--- config.mk ---
export PLATFORM = sky130hd
export DESIGN_NAME = mfm_flux_gen
export DESIGN_NICKNAME = d
export VERILOG_FILES = /design/src/rtl/fdd_pkg.sv /design/src/rtl/mfm_cell_timer.sv /design/src/rtl/mfm_flux_gen.sv
export SDC_FILE = /design/constraint.sdc
export NUM_CORES = 1
export LEC_CHECK = 0
export CORE_ASPECT_RATIO = 1.75
export CORE_MARGIN = 2
export CORE_UTILIZATION = 63
export DETAILED_ROUTE_END_ITERATION = 6
export GPL_ROUTABILITY_DRIVEN = 0
export GPL_TIMING_DRIVEN = 0
export PLACE_DENSITY = 0.9
export SYNTH_ARGS = -nofsm -noshare
export SYNTH_HDL_FRONTEND = slang
export SYNTH_SLANG_ARGS = --single-unit
--- constraint.sdc ---
create_clock -name fclk -period 3.35 [get_ports fclk]
set_input_delay 0.67 -clock fclk [delete_from_list [all_inputs] [get_ports fclk]]
set_output_delay 0.67 -clock fclk [all_outputs]
set_load 0.05 [all_outputs]
--- src/rtl/fdd_pkg.sv ---
// Shared floppy-emulation definitions: MFM cell timing, sync pattern, encoder.
package fdd_pkg;

  localparam int unsigned MFM_CELL_CLKS  = 56;
  localparam int unsigned MFM_PULSE_CLKS = 4;
  localparam logic [15:0] MFM_SYNC_A1    = 16'h4489;

  typedef enum logic [1:0] {
    StIdle,
    StLoad,
    StRun
  } mfm_state_e;

  typedef struct packed {
    logic       sync;
    logic [7:0] data;
  } mfm_byte_t;

  // MFM pattern for one byte, cell 0 in bit 15. Cell 2k is the clock for data bit 7-k,
  // cell 2k+1 is the data bit itself.
  function automatic logic [15:0] mfm_encode(input logic prev_d, input logic [7:0] data);
    logic [15:0] cells;
    logic        p;
    cells = '0;
    p     = prev_d;
    for (int k = 0; k < 8; k++) begin
      cells[15-2*k] = ~p & ~data[7-k];
      cells[14-2*k] = data[7-k];
      p             = data[7-k];
    end
    return cells;
  endfunction

endpackage

--- src/rtl/mfm_cell_timer.sv ---
// MFM cell timer: counts clocks within a cell and cells within a byte, and
// flags cell end, byte end and whether the next cycle lies in the pulse window.
module mfm_cell_timer
  import fdd_pkg::*;
(
  input  logic fclk,
  input  logic rst_n,
  input  logic run,
  output logic cell_end,
  output logic byte_end,
  output logic pulse_next
);

  localparam logic [5:0] CNT_LAST  = 6'(MFM_CELL_CLKS - 1);
  localparam logic [5:0] PULSE_LEN = 6'(MFM_PULSE_CLKS);

  logic [5:0] cnt_q, cnt_d;
  logic [3:0] idx_q, idx_d;

  assign cell_end = (cnt_q == CNT_LAST);
  assign byte_end = cell_end && (idx_q == 4'd15);

  // Counters advance only while running; otherwise they sit at zero.
  always_comb begin
    cnt_d = '0;
    idx_d = '0;
    if (run) begin
      if (cell_end) begin
        cnt_d = '0;
        idx_d = idx_q + 4'd1;
      end else begin
        cnt_d = cnt_q + 6'd1;
        idx_d = idx_q;
      end
    end
  end

  // Lets the parent register rdat_n so it lines up with the cell start.
  assign pulse_next = (cnt_d < PULSE_LEN);

  // Counter state.
  always_ff @(posedge fclk or negedge rst_n) begin
    if (!rst_n) begin
      cnt_q <= '0;
      idx_q <= '0;
    end else begin
      cnt_q <= cnt_d;
      idx_q <= idx_d;
    end
  end

endmodule

--- src/rtl/mfm_flux_gen.sv ---
// MFM flux pulse generator: serialises track bytes into active-low read pulses,
// produces the index pulse and substitutes gap filler on underrun.
// Optional index logic is enabled by defining MFM_FLUX_INDEX_EN.
module mfm_flux_gen
  import fdd_pkg::*;
#(
  parameter int unsigned TRACK_BYTES = 6250,
  parameter int unsigned INDEX_BYTES = 100,
  parameter logic [7:0]  FILL_BYTE   = 8'h4E
) (
  input  logic       fclk,
  input  logic       rst_n,
  input  logic       enable,
  input  logic [7:0] byte_data,
  input  logic       byte_sync,
  input  logic       byte_valid,
  output logic       byte_ready,
  output logic       rdat_n,
  output logic       index_n,
  output logic       track_start,
  output logic       underrun
);

  localparam int unsigned CW = (TRACK_BYTES > 1) ? $clog2(TRACK_BYTES) : 1;
  localparam logic [CW-1:0] LAST_BYTE = CW'(TRACK_BYTES - 1);

`ifdef MFM_FLUX_INDEX_EN
  localparam bit INDEX_EN = 1'b1;
`else
  localparam bit INDEX_EN = 1'b0;
`endif

  mfm_state_e state_q, state_d;

  mfm_byte_t      hold_q, hold_d;
  logic           hold_full_q, hold_full_d;
  logic [15:0]    shift_q, shift_d;
  logic           prev_d_q, prev_d_d;
  logic [CW-1:0]  byte_cnt_q, byte_cnt_d;
  logic           rdat_n_q, rdat_n_d;
  logic           index_n_q, index_n_d;
  logic           track_start_q, track_start_d;
  logic           underrun_q, underrun_d;

  logic      run;
  logic      load;
  logic      xfer;
  logic      in_index;
  mfm_byte_t src;
  logic      cell_end;
  logic      byte_end;
  logic      pulse_next;

  assign run  = (state_q == StRun) && enable;
  assign load = (state_q == StLoad) || (run && byte_end);
  assign xfer = byte_valid && !hold_full_q;

  mfm_cell_timer u_timer (
    .fclk       (fclk),
    .rst_n      (rst_n),
    .run        (run),
    .cell_end   (cell_end),
    .byte_end   (byte_end),
    .pulse_next (pulse_next)
  );

  // Control FSM: IDLE -> LOAD (one boundary load) -> RUN; any enable drop in RUN aborts.
  always_comb begin
    state_d = state_q;
    unique case (state_q)
      StIdle:  if (enable) state_d = StLoad;
      StLoad:  state_d = StRun;
      StRun:   if (!enable) state_d = StIdle;
      default: state_d = StIdle;
    endcase
  end

  // Holding register, shifter, byte counter and registered output next-state.
  always_comb begin
    hold_d      = hold_q;
    hold_full_d = hold_full_q;
    shift_d     = shift_q;
    prev_d_d    = prev_d_q;
    byte_cnt_d  = byte_cnt_q;
    src         = hold_full_q ? hold_q : '{sync: 1'b0, data: FILL_BYTE};

    // A byte accepted during a load cycle lands after the load empties the slot.
    if (xfer) begin
      hold_d      = '{sync: byte_sync, data: byte_data};
      hold_full_d = 1'b1;
    end else if (load) begin
      hold_full_d = 1'b0;
    end

    if (load) begin
      shift_d    = src.sync ? MFM_SYNC_A1 : mfm_encode(prev_d_q, src.data);
      prev_d_d   = src.sync ? 1'b1 : src.data[0];
      byte_cnt_d = (byte_cnt_q == LAST_BYTE) ? '0 : byte_cnt_q + CW'(1);
    end else if (run && cell_end) begin
      // Rotate rather than shift; the pattern is reloaded before wrap-around matters.
      shift_d = {shift_q[14:0], shift_q[15]};
    end else if (state_d == StIdle) begin
      prev_d_d = 1'b0;
    end

    in_index      = (32'(byte_cnt_d) < INDEX_BYTES);
    rdat_n_d      = ~((state_d == StRun) && pulse_next && shift_d[15]);
    index_n_d     = ~(INDEX_EN && (state_d != StIdle) && in_index);
    underrun_d    = load && !hold_full_q;
    track_start_d = load && (byte_cnt_q == LAST_BYTE);
  end

  // State and output registers.
  always_ff @(posedge fclk or negedge rst_n) begin
    if (!rst_n) begin
      state_q       <= StIdle;
      hold_q        <= '0;
      hold_full_q   <= 1'b0;
      shift_q       <= '0;
      prev_d_q      <= 1'b0;
      byte_cnt_q    <= '0;
      rdat_n_q      <= 1'b1;
      index_n_q     <= 1'b1;
      track_start_q <= 1'b0;
      underrun_q    <= 1'b0;
    end else begin
      state_q       <= state_d;
      hold_q        <= hold_d;
      hold_full_q   <= hold_full_d;
      shift_q       <= shift_d;
      prev_d_q      <= prev_d_d;
      byte_cnt_q    <= byte_cnt_d;
      rdat_n_q      <= rdat_n_d;
      index_n_q     <= index_n_d;
      track_start_q <= track_start_d;
      underrun_q    <= underrun_d;
    end
  end

  assign byte_ready  = ~hold_full_q;
  assign rdat_n      = rdat_n_q;
  assign index_n     = index_n_q;
  assign track_start = track_start_q;
  assign underrun    = underrun_q;

endmodule
==> run summary, run 1 <==
Most common cell in the netlist = dfrtp_1
Status = completed
H-Tree Depth = 2
Tcrit/Tclk final = 70.37%
DP HPWL = 3.811 mm
Leakage = 1.299 nW
Critical path peak fanout = 7
Resized cells post-CTS = 0
# clock sinks = 55
Relative slew slack = 57.15%
EDFF count, synth = 0
Power density cells = 699.2 nW/um^2
Post-CTS Hold Buffers = 0
Initial antenna violation count = 0
Final wirelength = 5.317 mm
Worst hold path type = in -> async
Area of the multi-input gates = 1289 sq um
Top-area cell type share of the netlist area = 49.18%
Antenna Cells = 0
Largest net degree at the start of global routing = 29
Buffers on Ports = 16
Worst endpoint required time = 2.68 ns
Setup_tns = 0 ns
FP Rows = 31
Syn-to-layout area delta = 11.70%
Nets = 294
Crit path DAT = 1.69 ns
Vias in the first global route = 2,084
GRT overflow = 0
Die W = 53.92 um
I/O pins = 18
Cell variety after synth = 47
Die Ht = 91.36 um
Reg clk slew, reported paths = 0.10 ns
Fmax = 424.2 MHz
Avg WL per Cell = 16.26 um
Deepest clock path buffer count = 2
FF/Latch Area = 1378 sq um
Main synth FF type = dfrtp_1
ANT nets after route = 0
Final setup violation count = 0
RSZ-0062 raised after global routing = false
Number of vias per cell = 6.043
Die ar. = 4926 sq um
Synth async-reset ratio = 100.0%
Hold Vio Cnt, Final = 0
Vias after detailed routing = 1,976
Cts bufs inserted = 5
Starting Density = 66.20%
Setup Fix Bufs, Post-CTS = 0
Post-synth top cells = 54 x dfrtp_1, 22 x nor2_1, 16 x mux2i_1, 14 x nand2b_1
Synth area leader = dfrtp_1
Worst slew pin tran = 0.6428 ns
Peak supply drop = 604.4 uV
Slew Viols, Final = 0
#FFs+latches synth = 55
Crit. End Element = output pin
Max Clock Skew = 0.008497 ns
Clk_lat worst skew = 0.31 ns
Syn Inst Count = 253
GRT Total Usage = 25.02%
Share of layout cells above drive strength 1 = 10.07%
DRC Markers = 0
Finished Core Util = 73.95%
Root buf cell = clkbuf_8
Tmin final = 2.357 ns
Worst Setup Path Type = reg -> out
CTS tree = done
Synth Area per Inst = 10.86 sq um
Post-synthesis cell area = 2748 sq um
Crit start category = flop
Yosys warns = 0
CORE AREA = 4150 sq um
Syn Nets = 270
Register area share after synthesis = 50.14%
Area contributors post-synth = dfrtp_1 49%, mux2i_1 5.8%, mux2_2 3.3%
Global-route wire length before repair = 9.142 mm
WHS = 0.3773 ns
DR iter-0 viols = 43
MaxCap Viol Count = 0
Drt first pass iters = 4
Fill cell count = 288
-- flip-flops by register name, summed over array words and instances, names as in the netlist --
name	count
prev_d_q	1
rdat_n	1
underrun	1
state_q	2
hold_full_q	1
u_timer.cnt_q	6
hold_q	9
byte_cnt_q	13
u_timer.idx_q	4
track_start	1
shift_q	16
-- report_power, final --
group          internal, mW  switching, mW  leakage [nW]
logic                 0.350          0.395         0.561
clock network         0.147          0.210        0.0412
registers             0.873          0.171         0.696
-- through the flow --
| step | area [sq um] | instances | setup slack [ns] | total power, mW |
|---|---|---|---|---|
| 3_5_place_dp | 2984 | 319 | 0.7684 | 1.791 |
| 3_3_place_gp | 2969 | 318 | 0.02247 | 1.753 |
| 2_1_floorplan | 2748 | 253 | 1.551 | 1.579 |
| 6_report | 3069 | 327 | 0.9926 | 2.146 |
| 4_1_cts | 3069 | 327 | 0.9960 | 2.149 |
| 5_1_grt | 3069 | 327 | 0.9463 | 2.284 |
-- cells in the final DEF (no fill, tap or decap), types with 5 or more instances in the layout --
cell	count
clkbuf_1	6
nand2b_1	14
dfrtp_1	54
nand3_1	10
inv_1	6
nor2_1	22
xnor2_1	10
and3_1	5
mux2i_1	16
nor4_1	5
mux2_2	8
o21ai_0	8
nor3_1	6
o22ai_1	6
and2_1	10
nand2_1	9
clkbuf_8	5
nand4_1	5
clkdlybuf4s50_1	15
a22oi_1	5
-- cells by family (layout without fill, tap and decap cells) --
family / Yosys count / in the layout / share of synthesized area (%)
DFF: 55 / 55 / 50.14
buffers and inverters: 17 / 42 / 2.960
other: 1 / 1 / 0.1365
xor gates and xnor gates: 12 / 12 / 3.825
AOI/OAI and AO/OA: 40 / 40 / 10.97
and+or+nand+nor: 100 / 100 / 21.04
muxes: 24 / 24 / 9.107
adders and majority gates: 4 / 4 / 1.822
-- cell type report --
cell class | count | area share, %
well taps | 49 | 1.998
clock buffers | 6 | 2.364
clock inverters | 2 | 0.4077
inverters | 6 | 0.7338
plain buffers | 11 | 1.916
multi-input cells | 181 | 41.99
flip-flops and latches | 55 | 44.88
repair buffers | 17 | 5.707
-- routing by layer --
metal  track usage, %  vias up  wire length (um)
li1                 -      950                 -
met1            29.94      972              2177
met2            40.96       43              2876
met3            5.099       11               155
met4            12.18        0               107
met5                0        -                 0
-- worst max-delay path, cell delays in order, from the launching register on --
cell	delay, ns
dfrtp_1	0.47
inv_1	0.11
clkdlybuf4s50_1	0.80
-- worst paths after layout --
check / slack [ns] / startpoint / cells past startpoint / to
worst max-delay path: 0.99 / hold_full_q$_DFFE_PN0P_ / 2 / byte_ready
worst min register to register: 0.47 / u_timer.cnt_q[0]$_DFF_PN0_ / 1 / u_timer.cnt_q[0]$_DFF_PN0_
min in group fclk: 0.47 / u_timer.cnt_q[0]$_DFF_PN0_ / 1 / u_timer.cnt_q[0]$_DFF_PN0_
worst max register to register: 1.30 / u_timer.cnt_q[0]$_DFF_PN0_ / 6 / shift_q[13]$_DFFE_PN0P_
max in group asynchronous: 2.42 / rst_n / 2 / hold_q[6]$_DFFE_PN0P_
worst min-delay path: 0.38 / rst_n / 1 / u_timer.cnt_q[0]$_DFF_PN0_
Power figures use the tool's default switching activity.
==> inputs of run 2 (changes only) <==
CORE_UTILIZATION = 58   (was 63)
PLACE_DENSITY = 0.84   (was 0.9)
clock period = 2.2 ns   (was 3.35 ns; I/O delays follow)
==> run 2 against run 1 <==
Compared with the run above: sequential share of layout area down 1.3 points; cell area up 3.0%; worst hold slack worse by 0.35 ns; combinational power up 52%; count of clock-buffer cells in the layout down 1; sequential power up 53%; largest cell class unchanged.
==> run summary, run 2 (synthesis results as in run 1) <==
Peak supply drop = 995.5 uV (+65%)
Total Power = 3.502 mW (+63%)
Fill cell count = 364 (+26%)
Area of the multi-input gates = 1296 sq um (+0.58%)
Final wirelength = 5.263 mm (-1.0%)
Power density cells = 1108 nW/um^2 (+58%)
Largest regs = shift_q x16, byte_cnt_q x13, hold_q x9
Worst endpoint required time = 1.76 ns (-0.92 ns)
Buffers on Ports = 16 (unchanged)
CTS tree = done
Relative slew slack = 65.05% (+7.9 points)
Share of layout cells above drive strength 1 = 12.41% (+2.3 points)
FP Rows = 33 (+6.5%)
Die Ht = 95.05 um (+4.0%)
Switching power = 1.185 mW (+53%)
Leakage = 1.341 nW (+3.2%)
Commonest cells after routing, fill and taps aside = 54 x dfrtp_1, 22 x nor2_1, 16 x mux2i_1
Starting Density = 59.42% (-6.8 points)
Die W = 56.03 um (+3.9%)
Deepest clock path buffer count = 2 (unchanged)
M2 GR Usage = 35.49% (-5.5 points)
Die ar. = 5326 sq um (+8.1%)
Register-to-Register Path Depth = 6 (unchanged)
Placement Setup Slack = -0.1797 ns (-0.9482 ns)
Final setup violation count = 0 (unchanged)
RR Startpoint = u_timer.cnt_q[0]$_DFF_PN0_
Max Clock Skew = 0.006661 ns (-0.001836 ns)
Vias in the first global route = 1,949 (-6.5%)
CP delay by family, top = buffers and inverters
Slowest cell on crit path = clkdlybuf4s50_1
Power share of the combinational group = 32.4% (-2.3 points)
Worst Setup SP = hold_full_q$_DFFE_PN0P_
Avg WL per Cell = 15.76 um (-3.1%)
Cts bufs inserted = 5 (unchanged)
H-Tree Depth = 2 (unchanged)
CP Depth = 2 (unchanged)
GRT overflow = 0 (unchanged)
Worst hold path type = in -> async
CORE AREA = 4624 sq um (+11%)
GRT Total Usage = 21.27% (-3.8 points)
Commonest non-fill, non-tap cell in the layout = dfrtp_1
Grt peak-use layer = met2
Clock power share = 22.4% (+5.8 points)
MaxCap Viol Count = 0 (unchanged)
Seq pwr share = 45.3% (-3.4 points)
GR Util met3 = 2.985% (-2.1 points)
DP HPWL = 3.767 mm (-1.1%)
Sw frac = 33.84% (-2.3 points)
Cell chain of the critical path = inv_1 > clkdlybuf4s50_1
Initial antenna violation count = 0 (unchanged)
I/O pins = 18 (unchanged)
Crit. End Element = output pin
Critical path peak fanout = 7 (unchanged)
Final Worst Setup Slack = 0.09393 ns (-0.8987 ns)
Crit path DAT = 1.67 ns (-0.02 ns)
Worst slew pin tran = 0.5242 ns (-0.1186 ns)
Tcrit/Tclk final = 95.73%
Fmax = 474.8 MHz
Antenna Cells = 0 (unchanged)
Root buf cell = clkbuf_8
Tmin final = 2.106 ns
Max incr delay on CP = 0.80 ns (about the same)
Largest Register = shift_q
FF/Latch Area = 1378 sq um (unchanged)
Met1 demand-to-capacity share in global routing = 28.03% (-1.9 points)
Slew Viols, Final = 0 (unchanged)
Drt first pass iters = 4 (unchanged)
RSZ-0062 raised after global routing = false
Largest net degree at the start of global routing = 42 (+45%)
Reg clk slew, reported paths = 0.10 ns (about the same)
WP buf/inv = 2 (unchanged)
Max reg flops = 16 (unchanged)
Vias after detailed routing = 2,003 (+1.4%)
Global-route wire length before repair = 9.011 mm (-1.4%)
DRC Markers = 0 (unchanged)
Nets = 298 (+1.4%)
Setup_tns = 0 ns (unchanged)
DR iter-0 viols = 82 (+91%)
Post-CTS Hold Buffers = 0 (unchanged)
Status = completed
ANT nets after route = 0 (unchanged)
Hold Vio Cnt, Final = 0 (unchanged)
Internal cell power = 2.317 mW (+69%)
Clk_lat worst skew = 0.31 ns (about the same)
# clock sinks = 55 (unchanged)
Crit start category = flop
Syn-to-layout area delta = 15.07%
Number of vias per cell = 5.997 (-0.76%)
Worst Setup Path Type = reg -> out
## run 2: worst reg2reg max path, cell delays in order, from the launching register on
cell     delay (ns)
dfrtp_1        0.38
ha_2           0.26
nand4_4        0.20
o41ai_4        0.42
buf_4          0.24
and2_1         0.26
a22oi_1        0.11
## run 2: worst paths after layout
kind                                              end  slack [ns]
min                         byte_cnt_q[4]$_DFFE_PN0N_        0.03
max reg2reg                   shift_q[12]$_DFFE_PN0P_        0.21
max in group asynchronous            rdat_n$_DFF_PN1_        1.57
min reg2reg                u_timer.cnt_q[0]$_DFF_PN0_        0.48
max                                        byte_ready        0.09
min in group fclk          u_timer.cnt_q[0]$_DFF_PN0_        0.48
## run 2: power groups by stage
| stage | Sequential [mW] | Clock (mW) | Combinational (mW) |
|---|---|---|---|
| 4_1_cts | 1.58 | 0.796 | 1.14 |
| 6_report | 1.59 | 0.783 | 1.13 |
| 3_5_place_dp | 1.60 | 0 | 1.13 |
| 3_3_place_gp | 1.59 | 0 | 1.09 |
| 2_1_floorplan | 1.57 | 0 | 0.833 |
| 5_1_grt | 1.63 | 0.832 | 1.26 |
## run 2: timing repair
action	in CTS	in global routing
setup endpoints to repair	0	10
buffers inserted	0	4
gates resized for setup	0	2
## run 2: layout make-up
| type | count | share of cell area [%] |
|---|---|---|
| repair buffers | 21 | 6.490 |
| well taps | 52 | 2.058 |
| plain buffers | 11 | 1.860 |
| multi-input cells | 181 | 41.00 |
| clock buffers | 5 | 2.176 |
| clock inverters | 3 | 2.137 |
| flip-flops and latches | 55 | 43.57 |
| inverters | 6 | 0.7123 |
## run 2: metrics by stage
stage | instances | hold WS (ns) | area [sq um] | utilization [%]
finish | 334 | 0.03098 | 3162 | 68.37
global route | 334 | 0.04654 | 3162 | 68.37
CTS | 330 | 0.04133 | 3124 | 67.56
detailed placement | 322 | 0.3732 | 2988 | 64.61
global placement | 321 | 0.4424 | 2973 | 64.29
floorplan | 253 | 0.1444 | 2748 | -
## run 2: metal layers
layer	vias to the layer above	wire length (um)
met5	-	0
met4	0	131
met3	15	163
met2	48	2720
met1	979	2248
li1	961	-
==> inputs of run 3 (changes only) <==
CORE_UTILIZATION = 61   (was 58)
CTS_BUF_LIST = sky130_fd_sc_hd__clkbuf_4 sky130_fd_sc_hd__clkbuf_8   (was default)
PLACE_DENSITY = 0.88   (was 0.84)
SLEW_MARGIN = 15   (was default)
==> run 3 against run 2 <==
Compared with the run above: setup slack better by 0.0033 ns; final cell count shrank 1.5%; via count is 0.70% higher; highest routed layer unchanged; critical endpoint unchanged.
==> run summary, run 3 (synthesis results as in run 1) <==
Resized cells post-CTS = 0 (unchanged)
Syn-to-layout area delta = 12.98%
Tmin final = 2.103 ns (-0.003329 ns)
Setup_tns = 0 ns (unchanged)
Share of layout cells above drive strength 1 = 10.43% (-2.0 points)
ANT nets after route = 0 (unchanged)
Fmax = 475.6 MHz (+0.16%)
Clock power share = 20.1% (-2.3 points)
Final wirelength = 5.293 mm (+0.57%)
Largest Register = shift_q
DRC Markers = 0 (unchanged)
Cts bufs inserted = 5 (unchanged)
Max reg flops = 16 (unchanged)
RSZ-0062 raised after global routing = false
Drt first pass iters = 4 (unchanged)
Status = completed
Crit start category = flop
Commonest cells after routing, fill and taps aside = 54 x dfrtp_1, 22 x nor2_1, 16 x mux2i_1
I/O pins = 18 (unchanged)
Power share of the combinational group = 33.3% (+0.9 points)
CTS tree = done
Commonest non-fill, non-tap cell in the layout = dfrtp_1
Worst endpoint required time = 1.76 ns (about the same)
Post-CTS Hold Buffers = 0 (unchanged)
Final Cell Area = 3104 sq um (-1.8%)
Die Ht = 92.79 um (-2.4%)
Root buf cell = clkbuf_8
FP Rows = 32 (-3.0%)
Final setup violation count = 0 (unchanged)
GRT Total Usage = 24.90% (+3.6 points)
Vias after detailed routing = 2,017 (+0.70%)
H-Tree Depth = 2 (unchanged)
# clock sinks = 55 (unchanged)
Worst slew pin tran = 0.5162 ns (-0.008002 ns)
Largest regs = shift_q x16, byte_cnt_q x13, hold_q x9
Slew Viols, Final = 0 (unchanged)
Nets = 294 (-1.3%)
Die ar. = 5079 sq um (-4.6%)
Placement Setup Slack = -0.1693 ns (+0.01039 ns)
Reg clk slew, reported paths = 0.10 ns (about the same)
Relative slew slack = 65.59% (+0.53 points)
Clk_lat worst skew = 0.31 ns (about the same)
Peak supply drop = 987.6 uV (-0.80%)
Die W = 54.74 um (-2.3%)
CORE AREA = 4364 sq um (-5.6%)
Critical path peak fanout = 7 (unchanged)
Final Worst Setup Slack = 0.09726 ns (+0.003329 ns)
Sw frac = 34.64% (+0.80 points)
Buffers on Ports = 16 (unchanged)
Switching power = 1.183 mW (-0.18%)
Fill cell count = 315 (-13%)
Worst hold path type = in -> async
R2R setup slack = 0.16 ns (-0.05 ns)
Internal cell power = 2.232 mW (-3.7%)
Vias in the first global route = 2,056 (+5.5%)
Deepest clock path buffer count = 2 (unchanged)
Setup Fix Bufs, Post-CTS = 0 (unchanged)
Max Clock Skew = 0.009488 ns (+0.002827 ns)
DP HPWL = 3.813 mm (+1.2%)
GRT overflow = 0 (unchanged)
Initial antenna violation count = 0 (unchanged)
Crit path DAT = 1.66 ns (about the same)
Crit. End Element = output pin
Seq pwr share = 46.6% (+1.3 points)
DR iter-0 viols = 53 (-35%)
Largest net degree at the start of global routing = 34 (-19%)
Avg WL per Cell = 16.09 um (+2.1%)
Number of vias per cell = 6.131 (+2.2%)
Antenna Cells = 0 (unchanged)
Hold Vio Cnt, Final = 0 (unchanged)
Worst Setup Path Type = reg -> out
Tcrit/Tclk final = 95.58% (-0.15 points)
Power density cells = 1100 nW/um^2 (-0.68%)
Starting Density = 62.96% (+3.5 points)
Leakage = 1.319 nW (-1.6%)
MaxCap Viol Count = 0 (unchanged)
Placed cell area = 2987 sq um (about the same)
Global-route wire length before repair = 9.328 mm (+3.5%)
run 3: cell types whose count changed in the layout (fill, tap and decap cells not counted), sizes merged:
cell	delta
clkinv	+1
bufinv	-1
buf	-4
clkbuf	+1
clkinvlp	-1
run 3: cell type report:
type	instances	area [sq um]	area share (%)
Buffer	11	58.81	1.894
Multi-Input combinational cell	181	1289	41.52
Clock inverter	2	35.03	1.129
Inverter	6	22.52	0.7255
Clock buffer	6	82.58	2.660
Timing Repair Buffer	17	175.2	5.643
Tap cell	51	63.81	2.056
Sequential cell	55	1378	44.38
run 3: per-layer routing:
metal  up-vias  track usage, %  wire [um]
met5         -               0          0
met4         0           10.42         85
met3         8           3.548        239
met2        70           40.77       2910
met1       987           31.68       2057
li1        952               -          -
run 3: metrics by stage:
step | hold WS, ns | utilization, % | instances | power (mW)
2_1_floorplan | 0.1444 | - | 253 | 2.404
3_3_place_gp | 0.4416 | 68.09 | 320 | 2.671
3_5_place_dp | 0.4464 | 68.43 | 321 | 2.735
4_1_cts | 0.1133 | 71.13 | 329 | 3.420
5_1_grt | 0.1263 | 71.13 | 329 | 3.636
6_report | 0.09197 | 71.13 | 329 | 3.415
run 3: worst max-delay path: stages, from the launching register on:
cell             delay (ns)
dfrtp_1                0.46
inv_1                  0.10
clkdlybuf4s50_1        0.80
run 3: worst paths after layout:
path / to / cells past startpoint / from
worst max register to register: shift_q[1]$_DFFE_PN0P_ / 6 / u_timer.cnt_q[0]$_DFF_PN0_
worst max-delay path: byte_ready / 2 / hold_full_q$_DFFE_PN0P_
worst min register to register: u_timer.cnt_q[0]$_DFF_PN0_ / 1 / u_timer.cnt_q[0]$_DFF_PN0_
min in group fclk: u_timer.cnt_q[0]$_DFF_PN0_ / 1 / u_timer.cnt_q[0]$_DFF_PN0_
max in group asynchronous: hold_q[3]$_DFFE_PN0P_ / 2 / rst_n
worst min-delay path: u_timer.cnt_q[3]$_DFF_PN0_ / 1 / rst_n
run 3: power by group through the flow:
stage | Clock [mW] | Sequential [mW] | Combinational, mW
after floorplan | 0 | 1.57 | 0.833
after global placement | 0 | 1.58 | 1.09
after detailed placement | 0 | 1.60 | 1.13
after CTS | 0.696 | 1.58 | 1.14
after global routing | 0.734 | 1.64 | 1.27
final | 0.687 | 1.59 | 1.14
==> RTL change 1, RTL diff (settings of run 3) <==
Take the reset off `shift_q` and load it in a clocked block of its own.
--- a/src/rtl/mfm_flux_gen.sv
+++ b/src/rtl/mfm_flux_gen.sv
@@ -116,7 +116,6 @@
       state_q       <= StIdle;
       hold_q        <= '0;
       hold_full_q   <= 1'b0;
-      shift_q       <= '0;
       prev_d_q      <= 1'b0;
       byte_cnt_q    <= '0;
       rdat_n_q      <= 1'b1;
@@ -127,7 +126,6 @@
       state_q       <= state_d;
       hold_q        <= hold_d;
       hold_full_q   <= hold_full_d;
-      shift_q       <= shift_d;
       prev_d_q      <= prev_d_d;
       byte_cnt_q    <= byte_cnt_d;
       rdat_n_q      <= rdat_n_d;
@@ -137,6 +135,10 @@
     end
   end
 
+  always_ff @(posedge fclk) begin
+    shift_q <= shift_d;
+  end
+
   assign byte_ready  = ~hold_full_q;
   assign rdat_n      = rdat_n_q;
   assign index_n     = index_n_q;
Check against the original RTL: no difference found for any inputs over 10 cycles, from zero or initial values and one cycle with rst_n low; that may be too few to reach the edited logic, so the function may still have changed.
==> RTL change 1 against run 3 <==
Cell area fell by 2.1%. Synthesized area down 3.3%. Critical path type unchanged. Sequential cell count did not move. Highest routed layer unchanged. First-iteration DRC count grew 7.5%. Total power shrank 5.4%. Die area fell by 3.1%. Routed wire length increased by 1.4%. Setup slack gained 0.023 ns.
==> RTL change 1: results (changes against run 3) <==
outcome:
  status: "finished, final reports clean"
route:
  wl_met2_um: 2870  # -1.2%
  wl_met1_um: 2170  # +5.3%
  wire_per_inst_um: 17.0  # +5.9%
  route.met3.wl_um: 189  # -21%
  antenna_left: 0  # unchanged
  top_layer: "met4"
  vias: 1958  # -2.9%
  drtIter0Drc: 57  # +7.5%
yosys:
  synth_common_cells: "dfrtp_1 (38), nor2_1 (21), edfxtp_1 (15), nand2_1 (15), o21ai_0 (14)"
  ys_top_cells_by_area: "dfrtp_1 (36%), edfxtp_1 (17%), a22o_1 (3.0%), nor2_1 (3.0%), o21ai_0 (2.6%)"
  synthArstFlopShare_pct: 70.9  # -29 points
  muxShareOfSynthArea_pct: 2.12  # -7.0 points
  synth-edff-count: 15  # +15
  seq_area_frac_synth_pct: 54.5  # +4.3 points
  synth_compound_area_share_pct: 16.0  # +5.0 points
  synth_fp_nets: 258  # -4.4%
  ys_types: 50  # +6.4%
  synth_fa_ha_area_share_pct: 1.88  # +0.062 points
  yosys.area_share.xor_xnor_pct: 3.30  # -0.53 points
power:
  leakage_nw: 1.27  # -3.8%
  ir_worst_vdd_uv: 821  # -17%
worst_setup_path:
  cp_max_fo: 1  # -6
  worstPathArrival_ns: 1.64  # -0.02 ns
  setup.worst_path.start: "rdat_n"
  ff2ff_setup_slack_ns: 0.24  # +0.08 ns
  rr_endpoint: "byte_cnt_q[6]"
  cp-endpoint: "rdat_n"
global_routing:
  met2_usage_pct: 40.4  # -0.33 points
  antenna_found_initial: 0  # unchanged
  grt_max_degree: 23  # -32%
  track_usage_pct: 25.1  # +0.19 points
  grt_pass1_wl_um: 9100  # -2.4%
  grtUsageMet1_pct: 31.8  # +0.15 points
  grt_util_met3_pct: 4.44  # +0.89 points
finish:
  drive_above_1_share_pct: 12.4  # +2.0 points
  nNetsFinal: 282  # -4.1%
clock_network:
  cts_buffer_depth: 2  # unchanged
placement:
  placed_area_um2: 2900  # -2.8%
  hpwl_um: 3770  # -0.99%
timing:
  finClkSkew_ns: 0.0135  # +0.00400 ns
  hold-worst-slack_ns: 0.0585  # -0.0335 ns
RTL change 1: cell types whose count changed in the layout (fill, tap and decap cells not counted), sizes merged, moves of 7 or more:
| cell | run 3 | this run |
|---|---|---|
| dfrtp | 54 | 38 |
| mux2i | 16 | 0 |
| edfxtp | 0 | 15 |
| nand2b | 14 | 3 |
| a22o | 1 | 9 |
| and2 | 10 | 2 |
| o21ai | 9 | 17 |
| inv | 6 | 13 |
RTL change 1: power by group:
group	switching, mW	total [mW]	internal, mW
Sequential	0.215	1.57	1.36
Clock	0.331	0.683	0.352
Combinational	0.600	0.977	0.377
Total	1.15	3.23	2.08
RTL change 1: area by class of cell:
class | count | share of cell area [%]
buffer | 11 | 1.85
clock buffer | 6 | 2.51
clock inverter | 2 | 1.23
inverter | 13 | 1.60
multi-input combinational | 161 | 36.9
sequential | 55 | 47.6
tap | 49 | 2.02
timing repair buffer | 18 | 6.30
RTL change 1: what timing repair did:
| action | 4_1_cts | 5_1_grt |
|---|---|---|
| resized for setup | 1 | 6 |
| buffers inserted | 0 | 1 |
| pin swaps | 0 | 1 |
| setup endpoints to repair | 1 | 31 |
| hold buffers | 0 | 0 |
RTL change 1: metrics by stage:
| step | power, mW | util [%] | worst slack [ns] | TNS, ns | instances |
|---|---|---|---|---|---|
| 6_report | 3.23 | 73.3 | 0.121 | 0 | 315 |
| 5_1_grt | 3.43 | 73.3 | 0.0492 | 0 | 315 |
| 4_1_cts | 3.22 | 72.6 | 0.0714 | 0 | 315 |
| 3_5_place_dp | 2.54 | 69.9 | -0.264 | -6.14 | 307 |
| 3_3_place_gp | 2.49 | 69.4 | -0.255 | -12.39 | 306 |
| 2_1_floorplan | 2.24 | - | 0.397 | 0 | 241 |
==> RTL change 2, RTL diff (settings of run 3) <==
Made on the original files. The option `MFM_FLUX_INDEX_EN` is turned on by a define.
--- a/src/rtl/mfm_flux_gen.sv
+++ b/src/rtl/mfm_flux_gen.sv
@@ -1,6 +1,8 @@
 // MFM flux pulse generator: serialises track bytes into active-low read pulses,
 // produces the index pulse and substitutes gap filler on underrun.
 // Optional index logic is enabled by defining MFM_FLUX_INDEX_EN.
+`define MFM_FLUX_INDEX_EN
+
 module mfm_flux_gen
   import fdd_pkg::*;
 #(
Check against the original RTL: not equivalent (a bounded check fails within 4 cycles, from zero or initial values and one cycle with rst_n low).
==> RTL change 2 against run 3 <==
Cell area increased by 7.1%. Total power increased by 4.4%. The run now ends with negative setup slack left. Sequential cell count increased by 1. Routed wire length increased by 28%. Synthesized cell count increased by 5.5%. First-iteration DRC count increased by 98%. Setup slack got worse by 0.44 ns. Combinational power increased by 13%. Critical path type is now reg -> reg. Synthesized area decreased by 1.1%. Register-to-register slack got worse by 0.50 ns. Sequential share of layout area decreased by 2.1 points. Die area decreased by 1.0%. Critical path depth increased by 5.
==> RTL change 2: results (changes against run 3) <==
power:
  leakage_nw: 1.42  # +8.0%
  ir_worst_vdd_uv: 956  # -3.2%
worst_setup_path:
  r2r_cells: 7  # +1
  cp_slowest_cell: "or4bb_1"
  setup.worst_path.start: "u_timer.cnt_q[0]"
  cp_max_fo: 5  # -2
  cp_top_family: "simple AND/OR/NAND/NOR gates"
  worstPathArrival_ns: 2.78  # +1.12 ns
  cpPeakStageDelay_ns: 0.54  # -0.26 ns
route:
  drtIter0Drc: 105  # +98%
  wire_per_inst_um: 18.8  # +17%
  dr.pass1.iters: 5  # +1
  vias: 2338  # +16%
timing:
  setup_ws_ns: -0.343  # -0.440 ns
  finalSetupViolCount: 3  # +3
  finClkSkew_ns: 0.0152  # +0.00569 ns
  worst_pin_slew_ns: 0.685  # +0.169 ns
global_routing:
  met2_usage_pct: 50.6  # +9.8 points
  grt_pass1_vias: 2470  # +20%
  grt-ovfl-total: 0  # unchanged
  grt_pass1_wl_um: 10800  # +16%
  antenna_found_initial: 0  # unchanged
  grtUsageMet1_pct: 32.9  # +1.2 points
  grt_max_degree: 57  # +68%
  track_usage_pct: 29.5  # +4.6 points
  grt_util_met3_pct: 4.35  # +0.81 points
yosys:
  synth_common_cells: "dfrtp_1 (54), nand2_1 (34), nor2_1 (28)"
  synth_fa_ha_area_share_pct: 1.84  # +0.020 points
  yosys.area_share.xor_xnor_pct: 2.90  # -0.92 points
  synth-edff-count: 0  # unchanged
  synth_top_family_by_area: "simple AND/OR/NAND/NOR gates"
  netlist_instances: 267  # +5.5%
  muxShareOfSynthArea_pct: 2.85  # -6.3 points
  synth_fp_nets: 284  # +5.2%
  yosys_warnings: 0  # unchanged
  ys_top_cells_by_area: "dfrtp_1 (50%), nand2_1 (4.7%), nor2_1 (3.9%), a221o_1 (3.3%), o21ai_0 (3.3%)"
  synth_compound_area_share_pct: 15.9  # +4.9 points
  ys_types: 51  # +8.5%
  seq_area_frac_synth_pct: 51.7  # +1.5 points
finish:
  fillers: 259  # -18%
  nNetsFinal: 325  # +11%
  antennaDiodeCount: 0  # unchanged
  fin_cells: 360  # +9.4%
  top_regs: "shift_q x16, byte_cnt_q x13, hold_q x9"
  drive_above_1_share_pct: 21.7  # +11 points
outcome:
  violations: "negative setup slack"
  status: "finished, violations left"
clock_network:
  cts_buffer_depth: 2  # unchanged
  clk_latency_ns: 0.32
  cts_made_buffers: 5  # unchanged
  clkTransAtPathRegs_ns: 0.11
  htreeDepth: 2  # unchanged
  root_buffer: "clkbuf_8"
placement:
  hpwl_um: 4240  # +11%
  place_inst: 335  # +4.4%
  placed_area_um2: 2960  # -0.80%
  portBuffers: 17  # +1
hold_path:
  hp-class: "in -> async"
==> RTL change 2: metrics by stage <==
stage	setup WS [ns]	TNS (ns)	total power [mW]	util [%]	hold slack, ns
after global placement	-0.942	-67.98	2.70	67.9	0.448
after global routing	-0.416	-0.615	3.74	76.1	0.203
after detailed placement	-0.942	-17.32	2.76	67.9	0.459
after CTS	-0.238	-0.256	3.42	74.3	0.186
after floorplan	-0.245	-0.245	2.39	-	0.144
final	-0.343	-0.362	3.57	76.1	0.134
==> RTL change 2: report_power, final <==
| group | switching (mW) | internal, mW | total, mW |
|---|---|---|---|
| registers | 0.313 | 1.35 | 1.66 |
| logic | 0.753 | 0.535 | 1.29 |
| clock network | 0.356 | 0.259 | 0.614 |
| total | 1.42 | 2.14 | 3.57 |
==> RTL change 2: repair_timing <==
item | 4_1_cts | 5_1_grt
endpoints found under the hold margin | 0 | 0
pin swaps | 4 | 2
gates resized for setup | 27 | 12
endpoints found under the setup margin | 24 | 12
setup buffers | 10 | 7
==> RTL change 2: cell families after synthesis <==
logic type / after synthesis
XOR/XNOR: 9
AND/OR/NAND/NOR: 110
flip-flops: 56
AO/OA/AOI/OAI: 60
adder cells (fa/ha/maj): 4
buffers and inverters: 21
multiplexers: 7
==> RTL change 2: layout make-up <==
type	count	share of cell area, %
sequential	56	42.3
tap	51	1.92
buffer	11	2.30
multi-input combinational	190	40.6
timing repair buffer	34	8.81
clock buffer	6	2.48
inverter	10	1.13
clock inverter	2	0.414
==> RTL change 2: worst paths after layout <==
check	end	slack, ns
min in group fclk	state_q[0]	0.51
hold reg to reg	state_q[0]	0.51
max in group asynchronous	byte_cnt_q[10]	1.54
hold / removal	u_timer.cnt_q[0]	0.13
setup / recovery	index_n	-0.34
setup reg to reg	index_n	-0.34
==> RTL change 2: routing by layer <==
metal | routed length, um | share of wire [%]
met2 | 3760 | 55
met4 | 309 | 4.6
met5 | 0 | 0
met3 | 356 | 5.3
met1 | 2350 | 35
